### src/rtl/stress_pkg.sv
// stress_pkg: mood encoding and sizing helper shared across the mood datapath.
package stress_pkg;
  typedef enum logic [1:0] {
    MOOD_NEUTRAL = 2'd0,
    MOOD_CALM    = 2'd1,
    MOOD_AROUSED = 2'd2
  } mood_t;

  function automatic int clog2(input int v);
    int r;
    r = 0;
    while ((1 << r) < v) r++;
    return r;
  endfunction
endpackage

### src/rtl/stim_popcount.sv
// stim_popcount: combinational count of set bits in a stimulus vector.
module stim_popcount import stress_pkg::*; #(
  parameter int N = 7,
  parameter int W = clog2(N + 1)
) (
  input  logic [N-1:0] v,
  output logic [W-1:0] cnt
);
  always_comb begin
    cnt = '0;
    for (int i = 0; i < N; i++) cnt = cnt + W'(v[i]);
  end
endmodule

### src/rtl/stress_integrator.sv
// stress_integrator: leaky saturating stimulus integrator with hysteretic mood FSM
// and rate-limited stress pulses; controller overrides bypass the holdoff.
module stress_integrator import stress_pkg::*; #(
  parameter int N_STIM      = 7,
  parameter int ACC_W       = 6,
  parameter int HI_THRESH   = 40,
  parameter int HI_EXIT     = 32,
  parameter int LO_THRESH   = 8,
  parameter int LO_EXIT     = 16,
  parameter int LEAK_PERIOD = 4,
  parameter int HOLDOFF     = 8
) (
  input  logic              clk,
  input  logic              rst_n,
  input  logic              tick,
  input  logic [N_STIM-1:0] stimuli,
  input  logic [N_STIM-1:0] stim_mask,
  input  logic              state_controller_inc,
  input  logic              state_controller_dec,
  output logic              stress_inc,
  output logic              stress_dec,
  output logic [ACC_W-1:0]  pressure,
  output logic [1:0]        mood_state
);
  localparam int CW = clog2(N_STIM + 1);
  localparam int LW = clog2(LEAK_PERIOD + 1);
  localparam int HW = clog2(HOLDOFF + 1);
  localparam logic signed [ACC_W+1:0] P_MAX = (ACC_W+2)'((1 << ACC_W) - 1);
  localparam logic [ACC_W-1:0] HI_T = ACC_W'(HI_THRESH);
  localparam logic [ACC_W-1:0] HI_X = ACC_W'(HI_EXIT);
  localparam logic [ACC_W-1:0] LO_T = ACC_W'(LO_THRESH);
  localparam logic [ACC_W-1:0] LO_X = ACC_W'(LO_EXIT);

  logic [CW-1:0] cnt;
  logic [LW-1:0] leak_cnt;
  logic [HW-1:0] hold_cnt;
  logic leak, auto_ok, p_inc, p_dec;
  logic signed [ACC_W+1:0] sum;
  logic [ACC_W-1:0] p_next;
  mood_t mood, m_next;

  stim_popcount #(.N(N_STIM), .W(CW)) u_pop (.v(stimuli & stim_mask), .cnt(cnt));

  assign mood_state = mood;

  always_comb begin
    leak = leak_cnt == LW'(LEAK_PERIOD - 1);
    sum = $signed({2'b00, pressure}) + $signed((ACC_W+2)'(cnt)) - $signed((ACC_W+2)'(leak));
    p_next = sum < 0 ? '0 : sum > P_MAX ? P_MAX[ACC_W-1:0] : sum[ACC_W-1:0];
    m_next = mood == MOOD_AROUSED ? (p_next <= LO_T ? MOOD_CALM : p_next < HI_X ? MOOD_NEUTRAL : MOOD_AROUSED)
           : p_next >= HI_T ? MOOD_AROUSED
           : mood == MOOD_CALM ? (p_next > LO_X ? MOOD_NEUTRAL : MOOD_CALM)
           : (p_next <= LO_T ? MOOD_CALM : MOOD_NEUTRAL);
    // simultaneous override requests cancel each other and also mute autonomous pulses
    auto_ok = !state_controller_inc && !state_controller_dec && hold_cnt == '0;
    p_inc = (state_controller_inc && !state_controller_dec) || (auto_ok && m_next == MOOD_AROUSED);
    p_dec = (state_controller_dec && !state_controller_inc) || (auto_ok && m_next == MOOD_CALM);
  end

  always_ff @(posedge clk or negedge rst_n) begin
    if (!rst_n) begin
      pressure   <= '0;
      mood       <= MOOD_CALM;
      leak_cnt   <= '0;
      hold_cnt   <= '0;
      stress_inc <= 1'b0;
      stress_dec <= 1'b0;
    end else begin
      stress_inc <= tick && p_inc;
      stress_dec <= tick && p_dec;
      if (tick) begin
        pressure <= p_next;
        mood     <= m_next;
        leak_cnt <= leak ? '0 : leak_cnt + 1'b1;
        hold_cnt <= (p_inc || p_dec) ? HW'(HOLDOFF - 1) : hold_cnt != '0 ? hold_cnt - 1'b1 : hold_cnt;
      end
    end
  end
endmodule
### config.mk
export PLATFORM = sky130hd
export DESIGN_NAME = stress_integrator
export DESIGN_NICKNAME = d
export VERILOG_FILES = /design/src/rtl/stress_pkg.sv /design/src/rtl/stim_popcount.sv /design/src/rtl/stress_integrator.sv
export SDC_FILE = /design/constraint.sdc
export NUM_CORES = 1
export LEC_CHECK = 0
export CAP_MARGIN = 20
export CORE_MARGIN = 2
export CORE_UTILIZATION = 55
export CTS_CLUSTER_DIAMETER = 80
export CTS_CLUSTER_SIZE = 20
export DETAILED_ROUTE_END_ITERATION = 12
export DONT_BUFFER_PORTS = 1
export GPL_ROUTABILITY_DRIVEN = 0
export PLACE_DENSITY = 0.71
export SYNTH_ARGS = -nofsm -noshare
export SYNTH_HDL_FRONTEND = slang
export SYNTH_HIERARCHICAL = 1
export SYNTH_SLANG_ARGS = --single-unit
### constraint.sdc
create_clock -name clk -period 3.66 [get_ports clk]
set_input_delay 0.549 -clock clk [delete_from_list [all_inputs] [get_ports clk]]
set_output_delay 0.549 -clock clk [all_outputs]
set_load 0.01 [all_outputs]
* Yosys cells after proc, flatten, opt, wreduce, memory -nomap -nowiden
Cells that the tools add are included.
Widths: inputs -> output; s select.
** Operators by class
- Add/subtract/negate cells :: 10
- $lt $le $gt $ge :: 6
- Eq/ne operators :: 5
- Multiplexer cells :: 12
- Bitwise gates (word level) :: 1
- Reductions and logical operators :: 17
** Operators by type and width (count)
- $add 3x1->3 :: 5
- $mux 6 :: 2
- $gt 8x7->1 const B :: 1
- $logic_and 1x1->1 :: 8
- $lt 8x1->1 const B :: 1
- $mux 2 :: 4
- $mux 4 :: 2
- $sub 7x1->8 :: 1
- $add 6x3->7 :: 1
- $and 7x7->7 :: 1
- $ge 6x6->1 const B :: 1
- $gt 6x5->1 const B :: 1
- $le 6x4->1 const B :: 1
- $lt 6x6->1 const B :: 1
- $eq 2x1->1 const B :: 2
- $eq 2x2->1 const B :: 2
- $logic_not 4->1 :: 1
- $reduce_bool 4->1 :: 1
- $sub 4x1->4 const B :: 1
- $add 3x1->3 const B :: 1
- $eq 3x2->1 const B :: 1
- $logic_or 1x1->1 :: 3
- $mux 1 :: 3
- $mux 3 :: 1
- other kinds (4) :: 5
** Word-level totals
- Register bits :: 17
- Input bits :: 19
- Output and inout port bits :: 10
- Logic and storage cells :: 57

* Longest topological paths before layout
Gate-level depths: netlist of run 1.
- Depth after elaboration :: 23
- Mapped depth :: 18
- Gate-level depth less buffers :: 18

* Cells and area by module
The synthesis of run 1 kept the hierarchy.
** By module, submodules not included
- stress_integrator :: times used 1, cells each 155, area an instance 1352.5 sq um, seq. area each 426.7 sq um
- stim_popcount :: times used 1, cells each 12, area an instance 110.1 sq um, seq. area each 0.0 sq um

* Least setup slack after synthesis of run 1
Ideal clock, no wire load.
- Kind :: input to register
- Start point :: input stimuli[0]
- End point :: register stress_dec
- Setup time :: 0.077 ns
- Arrival time :: 4.564 ns
- Data required time :: 3.583 ns
- Slack :: -0.981 ns
- Stages :: 17
- Path buffers :: 0
- Cell sequence :: and2_1 -> inv_1 -> fa_1 -> fa_1 -> inv_1 -> fa_1 -> fa_1 -> inv_1 -> ha_1 -> inv_1 -> fa_1 -> xor2_1 -> or3_1 -> a21oi_1 -> o2111ai_1 -> a21bo_1 -> a21oi_1
** Between the ends
- Word-level cells in the longest chain between the ends :: 21
- Elaborated cells between the ends (all ways) :: 28
- Classes of those cells :: add/sub (8); order compare (6); eq/ne (1); mux (9); bitwise (1); reduce/logical (3)
** Ends and longest elaborated chain
- start, declared :: RTL line stress_integrator.sv:16 : input logic [N_STIM-1:0] stimuli,
- $and 7x7->7 (*) :: RTL line stress_integrator.sv:42 : stim_popcount #(.N(N_STIM), .W(CW)) u_pop (.v(stimuli & stim_mask), .cnt(cnt));
- $add 1x1->2 (*) :: RTL line stim_popcount.sv:11 : for (int i = 0; i < N; i++) cnt = cnt + W'(v[i]);
- $add 3x1->3 (*) (5 in a row) :: RTL line stim_popcount.sv:11
- named net cnt[1] :: RTL line stress_integrator.sv:34 : logic [CW-1:0] cnt;
- $add 6x3->7 (*) :: RTL line stress_integrator.sv:48 : sum = $signed({2'b00, pressure}) + $signed((ACC_W+2)'(cnt)) - $signed((ACC_W+2)'(leak));
- $sub 7x1->8 (*) :: RTL line stress_integrator.sv:48
- $gt 8x7->1 :: RTL line stress_integrator.sv:49 : p_next = sum < 0 ? '0 : sum > P_MAX ? P_MAX[ACC_W-1:0] : sum[ACC_W-1:0];
- $mux 6 :: RTL line stress_integrator.sv:49
- [... 2 more ...]
- $mux 1, on equally long branches :: RTL line stress_integrator.sv:53, stress_integrator.sv:52
- $mux 1 :: RTL line stress_integrator.sv:52 : : mood == MOOD_CALM ? (p_next > LO_X ? MOOD_NEUTRAL : MOOD_CALM)
- $mux 2 :: RTL line stress_integrator.sv:51 : : p_next >= HI_T ? MOOD_AROUSED
- $mux 2 (*) :: RTL line stress_integrator.sv:50 : m_next = mood == MOOD_AROUSED ? (p_next <= LO_T ? MOOD_CALM : p_next < HI_X ? MOOD_NEUTRAL : MOOD_AROUSED)
- $eq 2x1->1 (*) :: RTL line stress_integrator.sv:57 : p_dec = (state_controller_dec && !state_controller_inc) || (auto_ok && m_next == MOOD_CALM);
- $logic_and 1x1->1 (*) :: RTL line stress_integrator.sv:57
- $logic_or 1x1->1 (*) :: RTL line stress_integrator.sv:57
- $logic_and 1x1->1 (*) :: RTL line stress_integrator.sv:70 : stress_dec <= tick && p_dec;
- end signal, assigned :: RTL line stress_integrator.sv:70
- end, declared :: RTL line stress_integrator.sv:21 : output logic stress_dec,
Mark *: on every way through the listed nets, which the timed path passes. The rest lies on a longest branch.
A chain may end at the register's enable or synchronous reset.

* Final worst setup path of run 1
- Start point :: input stimuli[0]
- End point :: register hold_cnt[0]
** Between the ends
- Word-level cells in the longest chain between the ends :: 23
- Elaborated cells between the ends (all ways) :: 34
- Classes of those cells :: add/sub (8); order compare (6); eq/ne (2); mux (10); bitwise (1); reduce/logical (7)
** Ends and longest elaborated chain
- $and 7x7->7 (*) :: RTL line stress_integrator.sv:42
- $add 1x1->2 (*) :: RTL line stim_popcount.sv:11
- $add 3x1->3 (*) (5 in a row) :: RTL line stim_popcount.sv:11
- named net cnt[1] :: RTL line stress_integrator.sv:34
- $add 6x3->7 (*) :: RTL line stress_integrator.sv:48
- $sub 7x1->8 (*) :: RTL line stress_integrator.sv:48
- $gt 8x7->1 :: RTL line stress_integrator.sv:49
- $mux 6 :: RTL line stress_integrator.sv:49
- [... 4 more ...]
- $mux 2 :: RTL line stress_integrator.sv:51
- $mux 2 (*) :: RTL line stress_integrator.sv:50
- $eq 2x2->1 / $eq 2x1->1 (equally long branches) :: RTL line stress_integrator.sv:56, stress_integrator.sv:57
- $logic_and 1x1->1, on equally long branches :: RTL line stress_integrator.sv:56, stress_integrator.sv:57
- $logic_or 1x1->1, on equally long branches :: RTL line stress_integrator.sv:56, stress_integrator.sv:57
- $logic_or 1x1->1 (*) :: RTL line stress_integrator.sv:75 : hold_cnt <= (p_inc || p_dec) ? HW'(HOLDOFF - 1) : hold_cnt != '0 ? hold_cnt - 1'b1 : hold_cnt;
- $reduce_bool 2->1 (no line)
- $reduce_and 2->1 (no line)
- end signal, assigned :: RTL line stress_integrator.sv:75
- end, declared :: RTL line stress_integrator.sv:36 : logic [HW-1:0] hold_cnt;
Marks and branches as above.

==> out/qor.txt, run 1 <==
RUN STATUS
-----------------------------------------------------------------------------------------------
Status                                                                             finished, violations left
Violated checks                                                                    negative setup slack

CLOCK NETWORK
-----------------------------------------------------------------------------------------------
Clock input transition at the sequential cells of the worst setup and hold paths        0.12 ns
Number of buffers inserted during clock tree synthesis                                        3
Clock sink total                                                                             17
H-tree levels                                                                                 1
CTS Root Buffer Type                                                                   clkbuf_4
Source-to-sink clock delay at the later pin of the worst-skew pair                      0.30 ns
Max Buffers Root-to-Sink                                                                      2
TritonCTS clock tree                                                                        yes

STA
-----------------------------------------------------------------------------------------------
Hold_ws                                                                               0.0706 ns
Unrepaired setup endpoints after global routing                                            true
Final setup fails                                                                            13
Min Tclk post-route                                                                     4.40 ns
Slew of the pin with the lowest slew margin                                            0.776 ns
Setup skew after layout                                                              0.00701 ns
Max Transition Viols Final                                                                    0
Final Hold Fails                                                                              0
Final critical-path setup slack                                                       -0.737 ns
Summed negative setup slack over all endpoints                                         -7.25 ns
Maximum operating frequency                                                           0.227 GHz
Final clock period utilization by the worst path                                           120%
Worst slew margin relative to its limit                                                   48.1%

YOSYS
-----------------------------------------------------------------------------------------------
EDFF count, synth                                                                             0
Syn Nets                                                                                    204
Cells taking the most area after synthesis                                         dfrtp_1, ha_1, inv_1
Sequential share of the synthesized area                                                  29.2%
Cells after Synth                                                                           167
Main flop type after synthesis                                                          dfrtp_1
Post-synthesis register bit count                                                            17
Mapped cell area                                                                       1460 um2
Cell type with the highest aggregate area in the netlist                                dfrtp_1
Fraction of synthesized cell area taken by the top area cell type                         27.4%
Unique masters post-synth                                                                    51
Share of async-settable or async-resettable flops after synthesis                          100%
Syn Area/Cell                                                                          8.76 um2
Yosys synthesis warning count                                                                 6

ROUTE
-----------------------------------------------------------------------------------------------
Routed length per instance                                                              15.1 um
Remaining antenna violation count                                                             0
Post-route DRC violation count                                                                0
Routed via count divided by cell count                                                     6.02
Number of detailed-routing iterations run before antenna repair                               6
Routed vias                                                                                1283
Violation count after the first detailed-route iteration                                     25
Routed Wire Length                                                                      3.21 mm

CRITICAL PATH
-----------------------------------------------------------------------------------------------
Launching instance or port of the critical path                                      stimuli[0]
Cell with the biggest individual delay on the critical path                                fa_1
Crit Path Category                                                                 primary input to register
Worst setup EP type                                                                    register
Type of origin of the critical path                                                primary input
CP Data Required Time                                                                   3.88 ns
Endpoint arrival time on the critical path                                              4.61 ns
Chain of cells forming the critical path                                           and2_4, inv_2, fa_1, fa_1, inv_1, fa_2, fa_1, inv_2, ha_4, inv_2, fa_2, xor2_1, or3_4, o21ai_4, a2111oi_2, a311o_1, a22oi_1
Crit-path leading delay family                                                      adder cells
Crit Reg-Reg Startpoint                                                             leak_cnt[0]
CP peak stage delay                                                                     0.50 ns
Number of buffer and inverter stages on the critical path                                     4
Maximum fanout encountered on the critical timing path                                        3

CELLS AND AREA
-----------------------------------------------------------------------------------------------
Net total in the final layout                                                               221
Area growth, synth to finish                                                              22.1%
Final antenna diode count                                                                     0
Final cell utilization of the core                                                        71.4%
Final Cell Area                                                                        1790 um2
Layout cells sized above 1                                                                31.7%

PLACEMENT
-----------------------------------------------------------------------------------------------
Instance area after placement                                                          1630 um2
HPWL Detailed                                                                           2.34 mm
Quantity of I/O buffers inserted on ports                                                     0

FLOORPLANNING
-----------------------------------------------------------------------------------------------
Core footprint                                                                         2500 um2
Die Area                                                                               3090 um2
Effective utilization at floorplan                                                        58.5%
Vertical extent of the die                                                              55.6 um
Width of the chip                                                                       55.6 um
I/O Pins                                                                                     29
Placement row count                                                                          18

MIN PATH
-----------------------------------------------------------------------------------------------
Worst min-delay path category                                                      primary input to asynchronous set/reset pin

JOB
-----------------------------------------------------------------------------------------------
Number of max-capacitance violations reported                                                 0

GLOBAL ROUTING
-----------------------------------------------------------------------------------------------
Overall track demand over capacity in global routing                                      22.0%
Number of global-route vias before repair                                                  1236
Grt ovf                                                                                       0
Antenna violations before repair                                                              0
First-pass GRT wire length                                                              5.55 mm
Maximum number of pins on one net before global-route repair                                 28

path summary, 6_finish.rpt:
| check | to | slack, ns | depth (start not counted) |
|---|---|---|---|
| worst max-delay path | hold_cnt[0] | -0.74 | 17 |
| worst min-delay path | mood_state[0] | 0.07 | 0 |
| worst max register to register | hold_cnt[0] | 0.50 | 12 |
| worst min register to register | leak_cnt[1] | 0.52 | 1 |
| max in group asynchronous | pressure[1] | 2.42 | 1 |
| min in group clk | stress_inc | 0.30 | 1 |
cells in the final DEF, fill, tap and decap left out, drive strengths merged, types with 2 or more instances in the layout:
master	instances
ha	13
nand3	7
buf	16
clkbuf	3
inv	27
a211o	2
xnor2	2
nor2b	3
a21oi	8
or3	2
a2111oi	2
nand2	7
and2	9
o211ai	4
nand2b	4
fa	5
a31oi	3
dfrtp	16
a21o	3
nor3b	2
nor2	9
o21ai	12
registers in the layout, indices dropped and copies added (netlist names):
register / flops
stress_dec: 1
leak_cnt: 3
pressure: 6
mood_state: 2
stress_inc: 1
hold_cnt: 4
worst reg2reg max path, stage by stage (launching register included):
cell	delay, ns
dfrtp_1	0.42
ha_1	0.21
nor2b_1	0.15
ha_1	0.27
inv_1	0.04
ha_1	0.20
fa_2	0.44
xor2_1	0.19
or3_4	0.42
o21ai_4	0.18
a2111oi_2	0.09
a311o_1	0.30
a22oi_1	0.18
final cells by class:
| type | instances | area (um2) |
|---|---|---|
| Clock buffer | 3 | 22.5 |
| Clock inverter | 1 | 5.00 |
| Fill cell | 178 | 714 |
| Inverter | 27 | 101 |
| Multi-Input combinational cell | 118 | 1050 |
| Sequential cell | 17 | 427 |
| Tap cell | 30 | 37.5 |
| Timing Repair Buffer | 17 | 138 |
logic make-up (layout without fill, tap and decap cells):
kind of cell,after synthesis,count (layout),synth area share [%]
and+or+nand+nor,48,48,18.3
DFF,17,17,29.2
adders and majority gates,18,18,18.0
buffers and inverters,32,48,8.21
AOI/OAI and AO/OA,48,48,23.8
muxes,1,1,0.770
xor gates and xnor gates,3,3,1.80
cells in the mapped netlist, drive strengths merged (5+ instances only):
cell type / count
inv: 27
dfrtp: 16
ha: 13
o21ai: 12
and2: 9
nor2: 9
a21oi: 8
nand2: 7
nand3: 7
clkbuf: 5
fa: 5
metal layers:
metal | global-route usage (%) | vias up | wire, um
met5 | 0 | - | 0
met4 | 5.57 | 0 | 34
met3 | 3.26 | 6 | 176
met2 | 36.9 | 41 | 1560
met1 | 29.9 | 623 | 1440
li1 | - | 613 | -
through the flow:
stage / setup slack [ns] / instances
final: -0.737 / 213
after global routing: -0.890 / 213
after floorplan: -0.854 / 167
after detailed placement: -1.04 / 205
after global placement: -0.981 / 205
after CTS: -0.717 / 211
timing repair:
action,in CTS,in global routing
setup endpoints to repair,13,13
gates resized for setup,15,8
endpoints found under the hold margin,16,0
pin swaps,6,6
setup buffers,1,2
hold buffers,1,0
Power of run 1 is not shown: default switching activity piles up to over one toggle a cycle in this logic, so the estimate is an artifact.
==> inputs of run 2 (changes only) <==
--- a/config.mk
+++ b/config.mk
@@ -5,6 +5,7 @@
 export SDC_FILE = /design/constraint.sdc
 export NUM_CORES = 1
 export LEC_CHECK = 0
+export ABC_AREA = 1
 export CAP_MARGIN = 20
 export CORE_MARGIN = 2
 export CORE_UTILIZATION = 55
==> run 2 against run 1 <==
The run still ends with negative setup slack left. Fmax decreased by 0.51%. Via count grew 4.4%. Hold slack improved by 0.015 ns. Non-clock buffer count is 2 higher. Clock skew decreased by 0.0064 ns. Flip-flop and latch count unchanged. Sequential share of layout area fell by 0.48 points. Largest cell class unchanged.
==> out/qor.txt, run 2 <==
YOSYS
-----------------------------------------------------------------------------------------------
Cells taking the most area after synthesis                                         dfrtp_1, nand2_1, inv_1   was dfrtp_1, ha_1, inv_1
Main flop type after synthesis                                                          dfrtp_1   unchanged
EDFF count, synth                                                                             0   unchanged
Syn Nets                                                                                    235   was 204
Mapped cell area                                                                       1490 um2   was 1460 um2
Share of async-settable or async-resettable flops after synthesis                          100%   unchanged
Count leader, synth                                                                     nand2_1   was inv_1
Post-synthesis register bit count                                                            17   unchanged
Syn Area/Cell                                                                          7.52 um2   was 8.76 um2
Cell type with the highest aggregate area in the netlist                                dfrtp_1   unchanged
Sequential share of the synthesized area                                                  28.7%   was 29.2%
Fraction of synthesized cell area taken by the top area cell type                         26.9%   was 27.4%
Cells after Synth                                                                           198   was 167
Ranking of synthesized cells by instance count                                     nand2_1, inv_1, dfrtp_1   was inv_1, dfrtp_1, ha_1
Yosys synthesis warning count                                                                 6   unchanged
Unique masters post-synth                                                                    29   was 51

STA
-----------------------------------------------------------------------------------------------
Final critical-path setup slack                                                       -0.760 ns   was -0.737 ns
Final setup fails                                                                            14   was 13
Slew of the pin with the lowest slew margin                                            0.739 ns   was 0.776 ns
Final Hold Fails                                                                              0   unchanged
Setup skew after layout                                                             0.000613 ns   was 0.00701 ns
Final clock period utilization by the worst path                                           121%   was 120%
Max Transition Viols Final                                                                    0   unchanged
Summed negative setup slack over all endpoints                                         -6.87 ns   was -7.25 ns
Min Tclk post-route                                                                     4.42 ns   was 4.40 ns
Unrepaired setup endpoints after global routing                                            true   unchanged
Worst slew margin relative to its limit                                                   50.6%   was 48.1%
Maximum operating frequency                                                           0.226 GHz   was 0.227 GHz

CLOCK NETWORK
-----------------------------------------------------------------------------------------------
Clock input transition at the sequential cells of the worst setup and hold paths        0.10 ns   was 0.12 ns
Clock sink total                                                                             17   unchanged
TritonCTS clock tree                                                                        yes   unchanged
CTS Root Buffer Type                                                                   clkbuf_4   unchanged
H-tree levels                                                                                 1   unchanged
Number of buffers inserted during clock tree synthesis                                        3   unchanged
Max Buffers Root-to-Sink                                                                      2   unchanged
Source-to-sink clock delay at the later pin of the worst-skew pair                      0.29 ns   was 0.30 ns

CRITICAL PATH
-----------------------------------------------------------------------------------------------
Crit-path most repeated cell                                                            nand2_2
Crit Path Category                                                                 primary input to register   unchanged
Maximum fanout encountered on the critical timing path                                        6   was 3
CP Data Required Time                                                                   3.85 ns   was 3.88 ns
Depth of the worst register-to-register path                                                 25   was 12
Critical register-to-register path endpoint                                         hold_cnt[2]   was hold_cnt[0]
Worst setup EP type                                                                    register   unchanged
Cell with the biggest individual delay on the critical path                                fa_1   unchanged
Crit Reg-Reg Startpoint                                                             leak_cnt[0]   unchanged
Launching instance or port of the critical path                                      stimuli[1]   was stimuli[0]
Setup slack on the worst flop-to-flop path                                              0.49 ns   was 0.50 ns
Crit-path leading delay family                                                      adder cells   unchanged
Endpoint arrival time on the critical path                                              4.61 ns   about the same
Type of origin of the critical path                                                primary input   unchanged
CP peak stage delay                                                                     0.50 ns   about the same
Number of buffer and inverter stages on the critical path                                     5   was 4

GLOBAL ROUTING
-----------------------------------------------------------------------------------------------
Overall track demand over capacity in global routing                                      22.0%   about the same
Number of global-route vias before repair                                                  1306   was 1236
Maximum number of pins on one net before global-route repair                                 18   was 28
Antenna violations before repair                                                              0   unchanged
Grt ovf                                                                                       0   unchanged
First-pass GRT wire length                                                              5.45 mm   was 5.55 mm

FLOORPLANNING
-----------------------------------------------------------------------------------------------
Placement row count                                                                          18   unchanged
Die Area                                                                               3140 um2   was 3090 um2
Vertical extent of the die                                                              56.0 um   was 55.6 um
Width of the chip                                                                       56.0 um   was 55.6 um
I/O Pins                                                                                     29   unchanged
Core footprint                                                                         2520 um2   was 2500 um2
Effective utilization at floorplan                                                        59.0%   was 58.5%

CELLS AND AREA
-----------------------------------------------------------------------------------------------
Most common cell after layout, fill and taps aside                                        inv_1   unchanged
Biggest regs                                                                       pressure x6, hold_cnt x4, leak_cnt x3   unchanged
Layout cells sized above 1                                                                32.9%   was 31.7%
Final antenna diode count                                                                     0   unchanged
Register bank with the most flops                                                      pressure   unchanged
Most frequent cells in the layout                                                  inv_1, nand2_1, dfrtp_1   was inv_1, dfrtp_1, buf_4
Max reg flops                                                                                 6   unchanged
Count of filler cells inserted in the layout                                                196   was 178
Area growth, synth to finish                                                              22.4%   was 22.1%
Total area of multi-input combinational cells                                           968 um2   was 1050 um2
Net total in the final layout                                                               257   was 221
Register area                                                                           427 um2   unchanged

PLACEMENT
-----------------------------------------------------------------------------------------------
HPWL Detailed                                                                           2.40 mm   was 2.34 mm
Quantity of I/O buffers inserted on ports                                                     0   unchanged
Post-Place Setup Slack                                                                 -1.04 ns   about the same

RUN STATUS
-----------------------------------------------------------------------------------------------
Violated checks                                                                    negative setup slack   unchanged
Status                                                                             finished, violations left   unchanged

ROUTE
-----------------------------------------------------------------------------------------------
Violation count after the first detailed-route iteration                                     32   was 25
Post-route DRC violation count                                                                0   unchanged
Remaining antenna violation count                                                             0   unchanged
Number of detailed-routing iterations run before antenna repair                               4   was 6
Routed vias                                                                                1340   was 1283
Routed Wire Length                                                                      3.31 mm   was 3.21 mm
Routed via count divided by cell count                                                     5.38   was 6.02
Routed length per instance                                                              13.3 um   was 15.1 um

JOB
-----------------------------------------------------------------------------------------------
Number of max-capacitance violations reported                                                 0   unchanged

MIN PATH
-----------------------------------------------------------------------------------------------
Worst min-delay path category                                                      primary input to asynchronous set/reset pin   unchanged

==> run 2: changes by cell type in the layout (fill, tap and decap cells not counted), sizes merged, moves of 3 or more <==
cell,change
a21o,-3
a31oi,-3
and2,-9
inv,+21
nand2,+50
nand2b,-4
nand3,+11
nand4,+3
nor2b,-3
o211ai,-4
xor2,+3
==> run 2: per-layer routing <==
metal  vias up  GRT usage (%)  wire [um]
li1        654              -          -
met1       628           25.1       1250
met2        43           39.5       1790
met3        15           6.28        177
met4         0           6.80         94
met5         -              0          0
==> run 2: logic make-up (layout without fill, tap and decap cells) <==
group | count (synthesis) | count (layout) | share of synthesized area, %
DFF | 17 | 17 | 28.7
buffers and inverters | 50 | 71 | 12.9
and+or+nand+nor | 88 | 88 | 29.6
xor gates and xnor gates | 6 | 6 | 3.53
adders and majority gates | 18 | 18 | 17.6
AOI/OAI and AO/OA | 19 | 19 | 7.73
==> run 2: through the flow <==
| step | hold WS [ns] | util, % | cell area (um2) | cells |
|---|---|---|---|---|
| floorplan | 0.253 | - | 1500 | 198 |
| global placement | 0.254 | 63.9 | 1610 | 235 |
| detailed placement | 0.254 | 63.9 | 1610 | 235 |
| CTS | 0.0868 | 69.4 | 1750 | 247 |
| global route | 0.0670 | 72.2 | 1820 | 249 |
| finish | 0.0856 | 72.2 | 1820 | 249 |
==> run 2: layout make-up <==
type	count	share of cell area, %
Clock buffer	3	1.24
Clock inverter	1	0.275
Inverter	48	10.2
Multi-Input combinational cell	131	53.2
Sequential cell	17	23.4
Tap cell	30	2.06
Timing Repair Buffer	19	9.68
==> run 2: how the worst max path moves through the flow <==
| stage | endpoint | slack, ns | depth (start not counted) |
|---|---|---|---|
| floorplan | hold_cnt[2] | -0.76 | 30 |
| global placement | hold_cnt[2] | -0.90 | 28 |
| detailed placement | hold_cnt[0] | -1.04 | 30 |
| CTS | hold_cnt[0] | -0.69 | 30 |
| global route | hold_cnt[2] | -0.93 | 30 |
| finish | hold_cnt[2] | -0.76 | 30 |
==> run 2: repair_timing <==
action,CTS,global route
hold buffers,1,0
pin swaps,4,3
resized for setup,14,17
endpoints found under the setup margin,14,14
buffers inserted,8,2
endpoints found under the hold margin,16,0
Power of run 2 is left out for the same reason.
